## config.mk

```make
export PLATFORM = sky130hd
export DESIGN_NAME = i2s_dsp_slot_ctrl
export DESIGN_NICKNAME = d
export VERILOG_FILES = /design/src/rtl/i2s_dsp_slot_ctrl.sv
export SDC_FILE = /design/constraint.sdc
export NUM_CORES = 1
export LEC_CHECK = 0
export CORE_MARGIN = 4
export CORE_UTILIZATION = 50
export CTS_BUF_LIST = sky130_fd_sc_hd__clkbuf_4 sky130_fd_sc_hd__clkbuf_8 sky130_fd_sc_hd__clkbuf_16
export DETAILED_ROUTE_END_ITERATION = 10
export HOLD_SLACK_MARGIN = 0.05
export PLACE_DENSITY = 0.77
export SLEW_MARGIN = 0
export SYNTH_ARGS = -nofsm -noshare
export SYNTH_HDL_FRONTEND = slang
export SYNTH_SLANG_ARGS = --single-unit
```

## constraint.sdc

```tcl
create_clock -name sck_i -period 1.9 [get_ports sck_i]
set_input_delay 0.38 -clock sck_i [delete_from_list [all_inputs] [get_ports sck_i]]
set_output_delay 0.38 -clock sck_i [all_outputs]
set_load 0.01 [all_outputs]
```

## src/rtl/i2s_dsp_slot_ctrl.sv

```systemverilog
// Run/stop sequencer for the DSP/TDM WS generator on the sck domain.
// Tracks WS pulses into bit/slot position, slot enables, frame strobes and alignment errors.
module i2s_dsp_slot_ctrl #(
  parameter int SYNC_STAGES = 2,
  parameter int FCNT_W      = 16
) (
  input  logic              sck_i,
  input  logic              rstn_i,
  input  logic              cfg_en_i,
  input  logic [4:0]        cfg_num_bits_i,
  input  logic [2:0]        cfg_num_words_i,
  input  logic [7:0]        cfg_slot_mask_i,
  input  logic [15:0]       cfg_setup_time_i,
  input  logic              ws_i,
  output logic              ws_en_o,
  output logic [2:0]        slot_idx_o,
  output logic [4:0]        bit_idx_o,
  output logic              slot_active_o,
  output logic              word_done_o,
  output logic              frame_start_o,
  output logic [FCNT_W-1:0] frame_cnt_o,
  output logic              busy_o,
  output logic              err_o,
  output logic [1:0]        dbg_state_o
);

  typedef enum logic [1:0] {
    S_IDLE  = 2'd0,
    S_SETUP = 2'd1,
    S_RUN   = 2'd2,
    S_DRAIN = 2'd3
  } state_t;

  state_t              state_q, state_d;
  logic [SYNC_STAGES-1:0] en_sync_q;
  logic                en_s;
  logic [4:0]          bits_q;
  logic [2:0]          words_q;
  logic [7:0]          mask_q;
  logic [4:0]          bit_idx_q;
  logic [2:0]          slot_idx_q;
  logic                live_q;
  logic                err_q;
  logic [FCNT_W-1:0]   frame_cnt_q;
  logic [17:0]         tmo_q;
  logic [1:0]          gap_q;
  logic [5:0]          bits_p1;
  logic [3:0]          words_p1;
  logic [17:0]         tmo_load;
  logic                last_bit, frame_end;
  logic                start, timeout, ws_load, misaligned, missing;

  always_ff @(posedge sck_i or negedge rstn_i) begin
    if (!rstn_i) en_sync_q <= '0;
    else         en_sync_q <= {en_sync_q[SYNC_STAGES-2:0], cfg_en_i};
  end
  assign en_s = en_sync_q[SYNC_STAGES-1];

  assign bits_p1  = {1'b0, cfg_num_bits_i} + 6'd1;
  assign words_p1 = {1'b0, cfg_num_words_i} + 4'd1;
  assign tmo_load = 18'(cfg_setup_time_i) + 18'(bits_p1) * 18'(words_p1) + 18'd4;

  assign last_bit  = (bit_idx_q == bits_q);
  assign frame_end = live_q & last_bit & (slot_idx_q == words_q);

  // A WS on the frame-end cycle is the normal back-to-back start; anywhere else mid-frame it is a resync.
  assign misaligned = ws_i & live_q & ~frame_end;
  assign ws_load    = ws_i & (((state_q == S_SETUP) & en_s) | (state_q == S_RUN) |
                              ((state_q == S_DRAIN) & live_q & ~frame_end));
  assign missing    = (state_q == S_RUN) & ~live_q & (gap_q == 2'd2);

  always_ff @(posedge sck_i or negedge rstn_i) begin
    if (!rstn_i) state_q <= S_IDLE;
    else         state_q <= state_d;
  end

  always_comb begin
    state_d = state_q;
    start   = 1'b0;
    timeout = 1'b0;
    case (state_q)
      S_IDLE: begin
        if (en_s) begin
          state_d = S_SETUP;
          start   = 1'b1;
        end
      end
      S_SETUP: begin
        if (!en_s)            state_d = S_IDLE;
        else if (ws_i)        state_d = S_RUN;
        else if (tmo_q <= 18'd1) begin
          state_d = S_IDLE;
          timeout = 1'b1;
        end
      end
      S_RUN: begin
        if (!en_s) state_d = S_DRAIN;
      end
      S_DRAIN: begin
        if (!live_q || frame_end) state_d = S_IDLE;
      end
      default: state_d = S_IDLE;
    endcase
  end

  always_ff @(posedge sck_i or negedge rstn_i) begin
    if (!rstn_i) begin
      bits_q      <= '0;
      words_q     <= '0;
      mask_q      <= '0;
      bit_idx_q   <= '0;
      slot_idx_q  <= '0;
      live_q      <= 1'b0;
      err_q       <= 1'b0;
      frame_cnt_q <= '0;
      tmo_q       <= '0;
      gap_q       <= '0;
    end else begin
      if (start) begin
        bits_q  <= cfg_num_bits_i;
        words_q <= cfg_num_words_i;
        mask_q  <= cfg_slot_mask_i;
        tmo_q   <= tmo_load;
      end else if (state_q == S_SETUP) begin
        tmo_q <= tmo_q - 18'd1;
      end

      // Counters hold their last position between frames.
      if (ws_load) begin
        bit_idx_q  <= '0;
        slot_idx_q <= '0;
        live_q     <= 1'b1;
      end else if (live_q) begin
        if (frame_end) begin
          live_q <= 1'b0;
        end else if (last_bit) begin
          bit_idx_q  <= '0;
          slot_idx_q <= slot_idx_q + 3'd1;
        end else begin
          bit_idx_q <= bit_idx_q + 5'd1;
        end
      end

      if (start)          frame_cnt_q <= '0;
      else if (frame_end) frame_cnt_q <= frame_cnt_q + {{(FCNT_W-1){1'b0}}, 1'b1};

      if (start)                                err_q <= 1'b0;
      else if (timeout || misaligned || missing) err_q <= 1'b1;

      if ((state_q == S_RUN) && !live_q) gap_q <= (gap_q == 2'd2) ? 2'd2 : gap_q + 2'd1;
      else                               gap_q <= '0;
    end
  end

  assign ws_en_o       = (state_q != S_IDLE);
  assign busy_o        = (state_q != S_IDLE);
  assign dbg_state_o   = state_q;
  assign slot_idx_o    = slot_idx_q;
  assign bit_idx_o     = bit_idx_q;
  assign slot_active_o = live_q & mask_q[slot_idx_q];
  assign word_done_o   = slot_active_o & last_bit;
  assign frame_start_o = live_q & (bit_idx_q == 5'd0) & (slot_idx_q == 3'd0);
  assign frame_cnt_o   = frame_cnt_q;
  assign err_o         = err_q;

endmodule

```

==> impl_results.md <==
- Post-Layout Cell Count: 886
- GR Util met2: around 47%
- Clock buffer depth: 2
- Clock skew: 0.0124 ns
- Max FO, Critical Path: 7
- Num CTS Buffers: 9
- Hold Crit Class: input port to async pin
- Comb power frac: 58.2%
- GRT Overall Usage: 25.0%
- CTS tree: done
- Max-slew violations: 0
- Synth area leaders: dfrtp_1, ha_1, fa_1
- Post-synth top cells: nand2_1, dfrtp_1, nor2_1, inv_1
- Port Buf Inserts: between 60 and 70
- Cell family with most CP delay: adder cells
- Clock Sinks: 66
- LEAKAGE: 3.69 nW
- Top cell type's share of synthesized area: between 30% and 40%
- Cells after Synth: around 560
- Vias per inst: between 5 and 6
- Met1 GRT Util: 29.3%
- Share of post-route cells with drive strength above 1: 36.3%
- Chip Width: 107 µm
- Hold_buf cts: 0
- First-pass GRT wire length: 23.2 mm
- CP max-delay cell: fa_1
- Max Clk Rate: between 0.2 and 0.3 GHz
- Worst EP arrival: 4.06 ns
- Layout area overhead: 56.5%
- Syn nets: 645
- Max cap viols: 0
- N_diodes: 0
- Status: complete, but fails checks
- Crit-path max cell delay: about 0.57 ns
- Worst setup path class: input port to register
- Worst Path Required: 2.15 ns
- Final Cell Area: 7720 µm²
- Worst rel slew slack: 62.1%
- CTS Root Cell: clkbuf_8
- Antenna violations before repair: 0
- Sequential fraction of the synthesis area: 33.5%
- Hold Vio Cnt, Final: 0
- Final Routed Wirelength: 15.8 mm
- Final period utilization: 201%
- Synth area leader: dfrtp_1
- RD Place Congestion: 0.925
- Buffer and inverter count on the worst path: 4
- Sw power: roughly 3.5 mW
- Initial Utilization: 52.4%
- Top FF cell, synth: dfrtp_1
- Clk slew on worst S/H paths: 0.07 ns
- Via count: 4957
- Netlist cell types: 64
- Worst-Skew Late Latency: approximately 0.36 ns
- Num rows: 35
- DRC: 0
- Clock network power share: ~16%
- Die H: between 100 and 150 µm
- Cell repeated most along the worst path: fa_1
- Cell Area, Placed: 6670 µm²
- Post-synth EDFFs: 0
- Internal power: a little over 5 mW
- Tmin final: between 3 and 4 ns
- Fin nets: 835
- M3 GR Usage: 2.82%
- Register share of total power: 25.7%
- Peak supply drop: roughly 550 µV
- Syn Area/Cell: 8.78 µm²
- Critical path endpoint category: register
- Largest net degree at the start of global routing: between 60 and 70
- Die footprint: 11500 µm²
- Wirelength per Cell: 17.8 µm
- DP HPWL: 9.86 mm
- CTS H-tree lvls: 3
- Synth Cell Area: 4930 µm²
- DR pass1 iterations: 4
- PD cells: 1110 nW/µm²
- Placed cell count: 845
- Worst Slack Setup Final: -1.91 ns
- Vias in the first global route: 5062
- CORE AREA: 9420 µm²
- CP Launch Type: input port
- Synth warnings: 0
- Synth async-reset ratio: 100%
- Grt peak-use layer: met2
- #FFs+latches synth: 66
- Worst path cell trace: buf_8 > buf_6 > nand3_4 > xor2_4 > nor2_2 > fa_1 > fa_1 > inv_1 > fa_1 > inv_2 > ha_4 > a21oi_4 > nand2_2 > o21ai_4 > a31oi_4 > or4_1 > and3_1
- I/O pins: 68
- Grt ovf: 0
- Sw Share: 40.4%
- Measured slew at the worst slew-check pin: 0.567 ns
- RSZ-0062 raised after global routing: yes
- Post-route ant nets: 0
- Most frequent cell after synthesis: nand2_1
- Failing checks: setup timing
- # setup viols final: 44
- DRT iter0 DRCs: 322
==> per-layer routing <==
layer  share of wire (%)  vias to the layer above  wire length [µm]
li1                    -                     2277                 -
met1                  38                     2478              6040
met2                  55                      159              8670
met3                 3.5                       43               549
met4                 3.3                        0               528
met5                   0                        -                 0
==> path summary, 6_finish.rpt <==
kind / from / cells past startpoint / slack (ns) / end
setup / recovery: cfg_num_bits_i[0] / 17 / -1.91 / tmo_q[11]$_DFFE_PN0P_
hold / removal: rstn_i / 2 / 0.02 / bit_idx_o[4]$_DFFE_PN0P_
setup reg to reg: slot_idx_o[0]$_DFFE_PN0P_ / 9 / -0.28 / frame_cnt_o[12]$_DFFE_PN0P_
hold reg to reg: en_sync_q[0]$_DFF_PN0_ / 0 / 0.36 / en_sync_q[1]$_DFF_PN0_
max in group asynchronous: rstn_i / 2 / 1.56 / slot_idx_o[0]$_DFFE_PN0P_
min in group sck_i: cfg_num_bits_i[2] / 3 / 0.32 / bits_q[2]$_DFFE_PN0P_
==> flip-flops by register name, summed over array words and instances, names as in the netlist, named ones only <==
name	flops
slot_idx_o	3
err_o	1
mask_q	8
dbg_state_o	1
bit_idx_o	5
frame_cnt_o	16
gap_q	2
en_sync_q	2
tmo_q	18
words_q	3
bits_q	5
live_q	1
==> through the flow <==
| stage | setup WS, ns | util, % | hold slack [ns] | total power [mW] | setup TNS [ns] |
|---|---|---|---|---|---|
| 4_1_cts | -1.85 | 77.2 | 0.0532 | 7.81 | -24.99 |
| 3_5_place_dp | -2.71 | 70.9 | 0.343 | 6.13 | -40.08 |
| 5_1_grt | -2.05 | 82.0 | 0.0564 | 9.07 | -33.14 |
| 2_1_floorplan | -2.04 | - | 0.0844 | 4.49 | -23.47 |
| 6_report | -1.91 | 82.0 | 0.0237 | 8.58 | -29.49 |
| 3_3_place_gp | -2.61 | 70.9 | 0.338 | 5.94 | -38.47 |
==> cell type report <==
class	instances	area (µm²)
clock buffers	14	168
clock inverters	2	60.1
fillers	509	1690
inverters	55	216
multi-input cells	424	3690
flip-flops and latches	66	1650
well taps	129	161
repair buffers	196	1770
==> power groups by stage <==
| stage | registers (mW) | logic [mW] | clock network [mW] |
|---|---|---|---|
| after floorplan | 2.19 | 2.30 | 0 |
| final | 2.21 | 5.00 | 1.38 |
| after global placement | 2.17 | 3.77 | 0 |
| after detailed placement | 2.20 | 3.93 | 0 |
| after global routing | 2.25 | 5.37 | 1.45 |
| after CTS | 2.17 | 4.26 | 1.38 |
==> layout by cell type, fill, tap and decap left out, drive strengths merged, types with 3 or more instances in the layout <==
cell / Yosys / layout
buf: 6 / 140
nand2: 86 / 86
dfrtp: 66 / 66
nor2: 60 / 60
inv: 55 / 55
clkdlybuf4s50: 0 / 49
xor2: 31 / 31
ha: 31 / 31
a21oi: 27 / 27
xnor2: 18 / 18
nor3: 17 / 17
fa: 16 / 16
clkbuf: 11 / 15
nand2b: 13 / 13
o21ai: 13 / 13
nand3: 13 / 13
nand4: 11 / 11
nor4: 10 / 10
a31oi: 7 / 7
or4: 6 / 6
a41o: 5 / 5
and3: 5 / 5
mux2i: 5 / 5
or2: 5 / 5
and2: 4 / 4
o211ai: 4 / 4
o31ai: 4 / 4
o22ai: 3 / 3
or3: 3 / 3
nor2b: 3 / 3
nor4b: 3 / 3
==> worst register-to-register path, stage by stage, from the launching register on <==
cell and delay (ns):
dfrtp_2 0.46, buf_6 0.13, buf_6 0.12, xor2_4 0.18, nor3_4 0.23, nand3_4 0.16
buf_6 0.17, nor4b_4 0.26, xnor2_1 0.21, nor2_1 0.12
==> cells by family after synthesis <==
group                      after synthesis  share of synthesized area [%]
AOI/OAI and AO/OA                       76                           9.99
xor gates and xnor gates                49                           8.70
adders and majority gates               47                           14.4
buffers and inverters                   72                           6.47
DFF                                     66                           33.5
muxes                                    8                           2.16
and+or+nand+nor                        244                           24.9
==> repair_timing <==
action                                  4_1_cts  5_1_grt
pin swaps                                    41       67
gates resized for setup                     110       77
buffers inserted                             11       15
endpoints found under the setup margin       43       45
Power figures use the tool's default switching activity.
